**config.mk**
```make
export PLATFORM = sky130hd
export DESIGN_NAME = round_constants_flat
export DESIGN_NICKNAME = d
export VERILOG_FILES = /design/src/rtl/round_constants_if.sv /design/src/rtl/round_constants.sv /design/src/flat_wrapper.sv
export SDC_FILE = /design/constraint.sdc
export NUM_CORES = 1
export LEC_CHECK = 0
export BUFFER_PORTS_ARGS = -buffer_cell sky130_fd_sc_hd__buf_2
export CORE_MARGIN = 2
export CORE_UTILIZATION = 45
export CTS_BUF_LIST = sky130_fd_sc_hd__clkbuf_8
export CTS_CLUSTER_DIAMETER = 50
export DETAILED_ROUTE_END_ITERATION = 7
export GPL_TIMING_DRIVEN = 0
export PLACE_DENSITY_LB_ADDON = 0.15
export SETUP_SLACK_MARGIN = 0.15
export SYNTH_ARGS = -nofsm -noshare
export SYNTH_HDL_FRONTEND = slang
export SYNTH_SLANG_ARGS = --single-unit
export TNS_END_PERCENT = 20
```
**constraint.sdc**
```tcl
create_clock -name clk -period 0.8 [get_ports clk]
set_input_delay 0.04 -clock clk [delete_from_list [all_inputs] [get_ports clk]]
set_output_delay 0.04 -clock clk [all_outputs]
set_load 0.01 [all_outputs]
```
**src/rtl/round_constants_if.sv**
```systemverilog
// Bus bundle for the Anubis round-constant generator: the round index goes in,
// the registered 128-bit constant matrix comes out.
interface round_constants_if;
  logic [3:0]   round_counter;
  logic [127:0] data_out;

  modport master (output round_counter, input data_out);
  modport slave  (input round_counter, output data_out);
endinterface

```
**src/rtl/round_constants.sv**
```systemverilog
// Anubis round-constant generator (128-bit key, N = 4): maps round index r to
// the constant matrix c^r, registered, with row 0 holding S[4(r-1)..4(r-1)+3].
module round_constants (
  input  logic               clk,
  input  logic               rst_n,
  round_constants_if.slave   bus
);

  // First 56 Anubis S-box bytes; byte k sits at bits [447-8k -: 8].
  localparam logic [447:0] SBOX_ROM = {
    32'ha7d3e671, 32'hd0ac4d79, 32'h3ac991fc, 32'h1e4754bd,
    32'h8ca57afb, 32'h63b8ddd4, 32'he5b3c5be, 32'ha9880ca2,
    32'h39df29da, 32'h2ba8cb4c, 32'h4b22aa24, 32'h4170a6f9,
    32'h5ae2b036, 32'h7de433ff
  };

  function automatic logic [7:0] sbox_byte(input logic [5:0] k);
    sbox_byte = SBOX_ROM[9'd447 - {k, 3'b000} -: 8];
  endfunction

  logic [5:0]   base;
  logic [127:0] data_d;
  logic [127:0] data_q;

  always_comb begin
    base   = {bus.round_counter - 4'd1, 2'b00};
    data_d = '0;
    // Indices 0 and 15 fall outside the ROM and leave the matrix all-zero.
    if (bus.round_counter >= 4'd1 && bus.round_counter <= 4'd14) begin
      data_d[127:96] = {sbox_byte(base),         sbox_byte(base + 6'd1),
                        sbox_byte(base + 6'd2),  sbox_byte(base + 6'd3)};
    end
  end

  always_ff @(posedge clk or negedge rst_n) begin
    if (!rst_n) begin
      data_q <= '0;
    end else begin
      data_q <= data_d;
    end
  end

  assign bus.data_out = data_q;

endmodule

```
**src/flat_wrapper.sv**
```systemverilog
// flat-port wrapper written by rule: the top's interface ports become plain ports
module round_constants_flat 
  (clk, rst_n, bus_round_counter, bus_data_out);
  round_constants_if bus_i ();
  input  logic clk;
  input  logic rst_n;
  input wire logic [$bits(bus_i.round_counter)-1:0] bus_round_counter;
  output wire logic [$bits(bus_i.data_out)-1:0] bus_data_out;
  assign bus_i.round_counter = bus_round_counter;
  assign bus_data_out = bus_i.data_out;
  round_constants u_core (.clk(clk), .rst_n(rst_n), .bus(bus_i));
endmodule
```
==> impl_metrics.env <==
export IMPL_ys_types=42
export IMPL_synth_seq_area_share=0.304
export IMPL_async_reset_ff_frac=1.00
export IMPL_syn_to_final_growth_pct=49.3
export IMPL_gr_total_overflow=0
export IMPL_max_clock_freq_mhz=544
export IMPL_p_switching_mw=2.48
export IMPL_synth_seq_cells=32
export IMPL_grt_pass1_vias=2018
export IMPL_critPathArrivalTime_ps=2030
export IMPL_setup_viol_count_final=60
export IMPL_n_antenna_cell=0
export IMPL_cts_tree="done"
export IMPL_slew_violations=0
export IMPL_viasPerCell=4.29
export IMPL_clk_pin_slew_worst_paths_ps=70
export IMPL_fillerInstances=452
export IMPL_powerDensity_nw_per_um2=1790
export IMPL_yosys_area_top_type="dfrtp_1"
export IMPL_cp_cell_sequence="buf_8 > buf_12 > inv_12 > buf_4 > ha_1 > buf_4 > and4b_1 > nor2_2 > buf_2 > nand3_1 > o221ai_2"
export IMPL_synth_top_flop_cell="dfrtp_1"
export IMPL_cp_data_required_time_ps=990
export IMPL_ios=134
export IMPL_finish_utilization=0.705
export IMPL_place_congestion=0.954
export IMPL_largest_register_ffs=32
export IMPL_initial_core_util=0.473
export IMPL_grt_pass1_wl_um=10000
export IMPL_clockRootBuffer="clkbuf_8"
export IMPL_yosysWarningCount=0
export IMPL_whs_ps=-209
export IMPL_clock_sinks=32
export IMPL_syn_area_um2=2630
export IMPL_final_nets=483
export IMPL_synthCells=303
export IMPL_max_stage_delay_ps=370
export IMPL_coreArea_um2=5570
export IMPL_die_area_um2=6480
export IMPL_antenna_found_initial=0
export IMPL_hold_viol_final=32
export IMPL_rows=27
export IMPL_path_buf_inv=6
export IMPL_violations="negative hold slack, negative setup slack"
export IMPL_route_detailed_drc=0
export IMPL_wl_per_cell_um=12.1
export IMPL_clkPwrFrac=0.213
export IMPL_track_usage=0.200
export IMPL_drt_iter0_drc=127
export IMPL_final_cell_mix="buf_4, conb_1, buf_2, dfrtp_1, nor2_1"
export IMPL_crit_family="buffers and inverters"
export IMPL_synth_edf_count=0
export IMPL_switching_share=0.353
export IMPL_dpl_cell_count=507
export IMPL_avgSynthCellArea_um2=8.69
export IMPL_p_seq_frac=0.296
export IMPL_p_int_mw=4.54
export IMPL_period_share=2.30
export IMPL_die_h_um=80.5
export IMPL_crit_slowest_cell="nor2_2"
export IMPL_endpoint_kind="flop"
export IMPL_hold_class="primary input to asynchronous set/reset pin"
export IMPL_yosys_area_top_type_share=0.304
export IMPL_ant_nets=0
export IMPL_final_common_cell="buf_4"
export IMPL_cp_common_cell="buf_4"
export IMPL_max_vdd_ir_drop_mv=1.06
export IMPL_placed_cell_area_um2=3370
export IMPL_post_route_cell_area_um2=3930
export IMPL_via_count=2306
export IMPL_finalNonFillerCells=537
export IMPL_path_class="primary input to flop"
export IMPL_port_buffers=37
export IMPL_firstDrtPassIters=4
export IMPL_leakagePower_nw=2.17
export IMPL_grt_max_degree=33
export IMPL_dpl_hpwl_um=4700
export IMPL_p_comb_frac=0.491
export IMPL_cts_inserted_buffers=5
export IMPL_min_period_ps=1840
export IMPL_die_w_um=80.5
export IMPL_cts_buffer_depth=2
export IMPL_power_mw=7.02
export IMPL_routed_wl_um=6490
export IMPL_fin_ws_ps=-1040
export IMPL_layout_drive_gt1_share=0.473
export IMPL_worstMarginPinSlew_ps=676
export IMPL_netlist_top_cells_area="dfrtp_1, buf_4, ha_1"
export IMPL_max_slew_margin_rel=0.549
export IMPL_crit_fanout=10
export IMPL_maxCapViolations=0
export IMPL_status="finished, violations left"
export IMPL_htreeDepth=2
export IMPL_crit_path_start_kind="primary input"
export IMPL_rsz0062_at_grt="true"
==> kinds of logic after synthesis <==
kind of cell,after synthesis,synth area share
xor+xnor,5,0.0238
flops,32,0.304
mux,9,0.0356
fa+ha+maj,13,0.0618
other cells,1,0.00142
buf+inv,121,0.321
compound gates,54,0.130
simple gates,68,0.123
==> power by group through the flow <==
stage	Combinational, mW	Sequential (mW)	Clock [mW]
4_1_cts	3.21	2.09	1.52
2_1_floorplan	1.74	2.35	0
3_5_place_dp	2.74	2.12	0
6_report	3.45	2.08	1.50
3_3_place_gp	2.75	2.11	0
5_1_grt	3.72	2.11	1.59
==> routing by layer <==
layer	wire length (um)	vias up	global-route usage
met5	0	-	0
met4	145	0	0.0746
met3	622	12	0.0393
met2	3230	121	0.337
met1	2500	1040	0.252
li1	-	1133	-
==> synthesized netlist by cell type (all sizes together), types with 2 or more instances <==
| cell type | count |
|---|---|
| clkbuf | 6 |
| o311a | 4 |
| mux2 | 3 |
| inv | 7 |
| mux2i | 6 |
| a21oi | 16 |
| o21ai | 12 |
| nor3 | 6 |
| xor2 | 3 |
| dfrtp | 32 |
| o22ai | 3 |
| nand3 | 5 |
| a31oi | 4 |
| ha | 13 |
| a211oi | 3 |
| o211ai | 2 |
| o21a | 4 |
| nand2b | 5 |
| buf | 108 |
| nand2 | 20 |
| xnor2 | 2 |
| or3 | 2 |
| nor2 | 23 |
==> layout make-up <==
type                            count  area (um^2)  area share
Inverter                            7         51.3      0.0130
Clock buffer                        5         68.8      0.0175
Buffer                            114          925       0.235
Clock inverter                      3         38.8     0.00986
Multi-Input combinational cell    245         1560       0.397
Sequential cell                    32          801       0.204
Timing Repair Buffer               59          397       0.101
Tap cell                           72         90.1      0.0229
==> worst max path at each step <==
stage	start	to	slack, ps	cells past startpoint
2_1_floorplan	bus_round_counter[0]	u_core.bus.data_out[114]	-1280	12
3_3_place_gp	bus_round_counter[0]	u_core.bus.data_out[98]	-1830	12
3_5_place_dp	bus_round_counter[0]	u_core.bus.data_out[110]	-1800	10
4_1_cts	bus_round_counter[1]	u_core.bus.data_out[98]	-1050	14
5_1_grt	bus_round_counter[1]	u_core.bus.data_out[114]	-1110	14
6_report	bus_round_counter[0]	u_core.bus.data_out[121]	-1040	11
==> per-stage QoR <==
| step | setup TNS [ps] | setup slack [ps] | hold WS (ps) |
|---|---|---|---|
| after floorplan | -36570 | -1280 | -256 |
| after global placement | -55120 | -1830 | 99.5 |
| after detailed placement | -53970 | -1800 | 115 |
| after CTS | -30300 | -1050 | -186 |
| after global routing | -34500 | -1110 | -143 |
| final | -31350 | -1040 | -209 |
==> what timing repair did <==
item	in CTS	in global routing
resized for setup	55	23
endpoints found under the setup margin	64	64
hold endpoints to repair	32	32
gates cloned	2	0
pin swaps	13	6
setup buffers	18	2
(Power assumes the default switching activity.)
